## config.mk

```make
export PLATFORM = sky130hd
export DESIGN_NAME = addsub_serial
export DESIGN_NICKNAME = d
export VERILOG_FILES = /design/src/rtl/addsub_serial.sv
export SDC_FILE = /design/constraint.sdc
export NUM_CORES = 1
export LEC_CHECK = 0
export CORE_UTILIZATION = 49
export DETAILED_ROUTE_END_ITERATION = 8
export PLACE_DENSITY = 0.77
export SYNTH_ARGS = -nofsm -noshare
export SYNTH_HDL_FRONTEND = slang
export SYNTH_SLANG_ARGS = --single-unit
```

## constraint.sdc

```tcl
create_clock -name clk -period 3.3 [get_ports clk]
set_clock_uncertainty 0.15 [all_clocks]
set_input_delay 0.66 -clock clk [delete_from_list [all_inputs] [get_ports clk]]
set_output_delay 0.66 -clock clk [all_outputs]
set_load 0.005 [all_outputs]
```

## src/rtl/addsub_serial.sv

```systemverilog
// rtl/addsub_serial.sv - chunk-serial adder/subtractor with carry, overflow, zero and sign flags
//
// Adds a + b + cin (op=0) or a + ~b + cin (op=1) CHUNK bits per cycle. An
// accepted request takes exactly NCH = WIDTH/CHUNK cycles, and done pulses on
// the last of them. result and the flags change only at completion.
//
// Ports:
//   clk     - clock, rising edge
//   rst_n   - asynchronous active-low reset
//   start   - request, taken only while busy=0
//   op      - 0 = add, 1 = subtract (b is inverted)
//   a, b    - operands, WIDTH bits
//   cin     - carry-in (set to 1 with op=1 for a true a-b)
//   busy    - operation in progress
//   done    - one-cycle completion pulse
//   result  - sum/difference, held until the next completion
//   cout    - carry out of bit WIDTH-1
//   ovf     - signed overflow
//   zero    - result is all zeros
//   neg     - result[WIDTH-1]

module addsub_serial #(
    parameter int WIDTH = 32,
    parameter int CHUNK = 8
) (
    input  logic             clk,
    input  logic             rst_n,
    input  logic             start,
    input  logic             op,
    input  logic [WIDTH-1:0] a,
    input  logic [WIDTH-1:0] b,
    input  logic             cin,
    output logic             busy,
    output logic             done,
    output logic [WIDTH-1:0] result,
    output logic             cout,
    output logic             ovf,
    output logic             zero,
    output logic             neg
);

    localparam int NCH = WIDTH / CHUNK;
    localparam int CW  = (NCH > 1) ? $clog2(NCH) : 1;

    typedef enum logic {
        S_IDLE = 1'b0,
        S_RUN  = 1'b1
    } state_t;

    state_t            state;
    state_t            state_next;
    logic [CW-1:0]     cnt;
    logic [WIDTH-1:0]  a_q;
    logic [WIDTH-1:0]  b_q;
    logic              carry_q;
    logic [WIDTH-1:0]  shadow;
    logic [WIDTH-1:0]  shadow_next;
    logic [CHUNK-1:0]  a_ch;
    logic [CHUNK-1:0]  b_ch;
    logic [CHUNK:0]    ch_sum;
    logic              msb_cin;
    logic              last;
    int unsigned       base;

    // Datapath for the chunk currently selected by cnt.
    always_comb begin
        base        = int'(cnt) * CHUNK;
        a_ch        = a_q[base +: CHUNK];
        b_ch        = b_q[base +: CHUNK];
        ch_sum      = {1'b0, a_ch} + {1'b0, b_ch} + {{CHUNK{1'b0}}, carry_q};
        // Carry into the chunk MSB recovered from the sum bit; only meaningful
        // on the last chunk, where it is the carry into bit WIDTH-1.
        msb_cin     = a_ch[CHUNK-1] ^ b_ch[CHUNK-1] ^ ch_sum[CHUNK-1];
        shadow_next = shadow;
        shadow_next[base +: CHUNK] = ch_sum[CHUNK-1:0];
        last        = (cnt == CW'(NCH - 1));
    end

    always_comb begin
        state_next = state;
        case (state)
            S_IDLE:  if (start) state_next = S_RUN;
            S_RUN:   if (last)  state_next = S_IDLE;
            default: state_next = S_IDLE;
        endcase
    end

    assign busy = (state == S_RUN);

    always_ff @(posedge clk or negedge rst_n) begin
        if (!rst_n) begin
            state   <= S_IDLE;
            cnt     <= '0;
            a_q     <= '0;
            b_q     <= '0;
            carry_q <= 1'b0;
            shadow  <= '0;
            done    <= 1'b0;
            result  <= '0;
            cout    <= 1'b0;
            ovf     <= 1'b0;
            zero    <= 1'b1;
            neg     <= 1'b0;
        end else begin
            state <= state_next;
            done  <= 1'b0;
            if (state == S_IDLE) begin
                if (start) begin
                    a_q     <= a;
                    b_q     <= op ? ~b : b;
                    carry_q <= cin;
                    cnt     <= '0;
                end
            end else begin
                shadow  <= shadow_next;
                carry_q <= ch_sum[CHUNK];
                if (last) begin
                    cnt    <= '0;
                    done   <= 1'b1;
                    result <= shadow_next;
                    cout   <= ch_sum[CHUNK];
                    ovf    <= msb_cin ^ ch_sum[CHUNK];
                    zero   <= (shadow_next == '0);
                    neg    <= shadow_next[WIDTH-1];
                end else begin
                    cnt <= cnt + CW'(1);
                end
            end
        end
    end

endmodule

```

==> impl_metrics.yaml <==
timing:
  min_period_ps: 3191
  grt_setup_unrepaired: "no"
  hold_viol_final: 0
  setup_viol: 0
  worst_pin_slew_ps: 830.9
  fin_crit_sh_pct: 96.69
  slew-limit-headroom_pct: 44.21
  fmax_mhz: 313.4
  fin_setup_tns_ps: 0
  slew_violations: 0
finish:
  drive_gt1_share_pct: 16.73
  antenna_cells: 0
  n_fill_cell: 1027
  nets: 824
  final_cells: 929
  syn_to_final_growth_pct: 27.85
  final_util_pct: 64.54
logic_synthesis:
  synth_nets: 714
  syn_area_um2: 6711
  seq_area_frac_synth_pct: 50.73
  syn_area_per_cell_um2: 10.65
  synth_seq_cells: 136
  ys_async_sr_fraction_pct: 100.0
  synth_edf_count: 0
  yosysWarnings: 0
  synth_cells: 630
  ys_types: 55
  ys.flop_type: "dfrtp_1"
clock_tree:
  cts_sinks: 136
  root_buffer: "clkbuf_16"
  post_cts_buffers: 0
  cts_buffers: 17
  cts_tree: "yes"
  clock_path_buffers: 2
  postCtsHoldBufs: 0
  htree_levels: 4
  clk_pin_slew_ps: 60
  clock_latency_ps: 420
route:
  wire_per_inst_um: 17.36
  drt_iter0_markers: 344
  drt-vias-per-instance: 5.449
  drt-total-wl_um: 16130
  ant_nets: 0
  drc: 0
  vias: 5062
  first_pass_iters: 5
job:
  cap_viol_max_count: 0
setup_path:
  path_max_fanout: 6
  crit_type: "flip-flop to flip-flop"
  crit_arrival_ps: 3360
  rr_startpoint: "cnt[0]$_DFFE_PN0P_"
  rrSetupSlack_ps: 110
  reg2reg_to: "zero$_DFFE_PN1P_"
  endpoint_kind: "flip-flop"
  critPathRequiredTime_ps: 3470
  startpoint_type: "flip-flop"
  ff2ff_path_depth: 9
pwr:
  p_per_area_nw_per_um2: 1308
  power.leakage_nw: 3.579
  ir_drop_mv: 0.8431
grt:
  track_usage_pct: 24.50
  grt-ovfl-total: 0
  grt_pass1_wl_um: 26250
  grt_max_degree: 67
  grt_pass1_vias: 5129
  antenna_found_initial: 0
hold_path:
  min_path_type: "input pin to async pin"
placement:
  dp.cells: 897
  dp_hpwl_um: 12110
  globalplace.congestion: 0.8939
  io_buffers: 106
die:
  coreArea_um2: 13300
  start_util_pct: 50.48
  pin_count: 107
  design.die.area_um2: 14170
  die_y_um: 119.0
  rows: 42
  die_w_um: 119.0
run_status:
  status: "complete, no violations"
## state kept, by name, indices dropped and copies added, names as in the netlist
| register | flops |
|---|---|
| a_q | 32 |
| result | 32 |
| cnt | 2 |
| b_q | 32 |
| cout | 1 |
| busy | 1 |
| shadow | 32 |
| done | 1 |
| carry_q | 1 |
| ovf | 1 |
| zero | 1 |
## cell type report
class                   count  area [µm²]  share of cell area (%)
multi-input cells         448        3098                   36.10
clock inverters            14       150.1                   1.750
inverters                   8       30.03                  0.3500
repair buffers            129        1239                   14.44
well taps                 176       220.2                   2.566
flip-flops and latches    136        3405                   39.68
clock buffers              18       439.2                   5.118
## per-stage QoR
step	hold WS [ps]	area, µm²	power (mW)	setup slack, ps
floorplan	214.4	6711	6.771	48.15
global placement	309.2	7989	9.171	215.9
detailed placement	320.9	7989	9.341	109.7
CTS	128.8	8578	11.26	78.35
global route	144.0	8581	11.97	0.4816
finish	120.2	8581	11.22	109.2
## Yosys cell counts, drive strengths merged (5+ instances only)
cell type	number	area share (%)
nor4	6	0.78
xnor2	38	5.0
nand2	72	4.1
xor2	5	0.76
nor2	57	3.2
buf	15	1.5
a21oi	65	5.1
inv	7	0.39
nand2b	8	0.75
o21ai	63	4.7
ha	13	2.4
dfrtp	135	50
mux4	16	5.4
mux2	32	5.4
nor2b	25	2.3
clkbuf	23	1.3
a22oi	6	0.75
## critical path: stages (launching register included)
cell and delay, ps:
dfrtp_1 470, buf_4 230, mux4_2 550, ha_1 390
a21oi_1 260, a21oi_1 110, a211o_1 310, nor2_2 210
a41oi_2 160, o41ai_2 250
## kinds of logic (layout without fill, tap and decap cells)
logic type / after synthesis / in the layout / share of synthesized area [%]
muxes: 50 / 50 / 11.04
adders and majority gates: 15 / 15 / 3.020
DFF: 136 / 136 / 50.73
AOI/OAI and AO/OA: 156 / 156 / 13.53
and+or+nand+nor: 184 / 184 / 12.68
buffers and inverters: 46 / 169 / 3.281
xor gates and xnor gates: 43 / 43 / 5.723
## placed cells by master (no fill, tap or decap), types with 2 or more instances in the layout
cell type / n
inv_1: 6
clkinvlp_4: 6
xor2_1: 4
a22oi_1: 5
o41ai_2: 2
clkinv_4: 2
a21oi_1: 61
mux4_2: 16
nor3_1: 4
inv_6: 2
fa_1: 2
o21a_1: 2
xnor2_1: 38
clkinv_2: 2
nand2_1: 71
ha_1: 12
a41oi_1: 2
o21ai_0: 63
mux2i_1: 2
nor4_1: 5
or4_1: 2
nor2_1: 56
clkdlybuf4s50_1: 104
mux2_2: 32
buf_4: 23
and3_1: 3
and2_2: 2
o22ai_1: 2
nor2b_1: 25
a31oi_1: 4
bufinv_16: 2
clkbuf_16: 17
a21oi_2: 4
nand2b_1: 7
dfrtp_1: 135
## report_power, final
part | total (mW) | internal, mW | switching (mW)
logic | 6.40 | 2.80 | 3.59
clock network | 1.86 | 1.13 | 0.724
registers | 2.96 | 2.45 | 0.518
## what timing repair did
item,CTS,global route
resized for setup,0,1
hold endpoints to repair,0,0
setup endpoints to repair,0,1
## how the worst max path moves through the flow
stage / from / endpoint / slack [ps] / depth (start not counted)
finish: cnt[0]$_DFFE_PN0P_ / zero$_DFFE_PN1P_ / 110 / 9
global route: cnt[0]$_DFFE_PN0P_ / zero$_DFFE_PN1P_ / 0.5 / 9
CTS: cnt[0]$_DFFE_PN0P_ / zero$_DFFE_PN1P_ / 80 / 9
detailed placement: cnt[0]$_DFFE_PN0P_ / zero$_DFFE_PN1P_ / 110 / 9
global placement: cnt[0]$_DFFE_PN0P_ / zero$_DFFE_PN1P_ / 220 / 9
floorplan: cnt[0]$_DFFE_PN0P_ / zero$_DFFE_PN1P_ / 50 / 11
## layer usage
layer  track usage [%]  vias to the layer above  wire length, µm
li1                  -                     2410                -
met1             29.62                     2438             6607
met2             41.10                      173             8257
met3             6.753                       41              741
met4             10.36                        0              523
met5                 0                        -                0
Power figures use the tool's default switching activity.
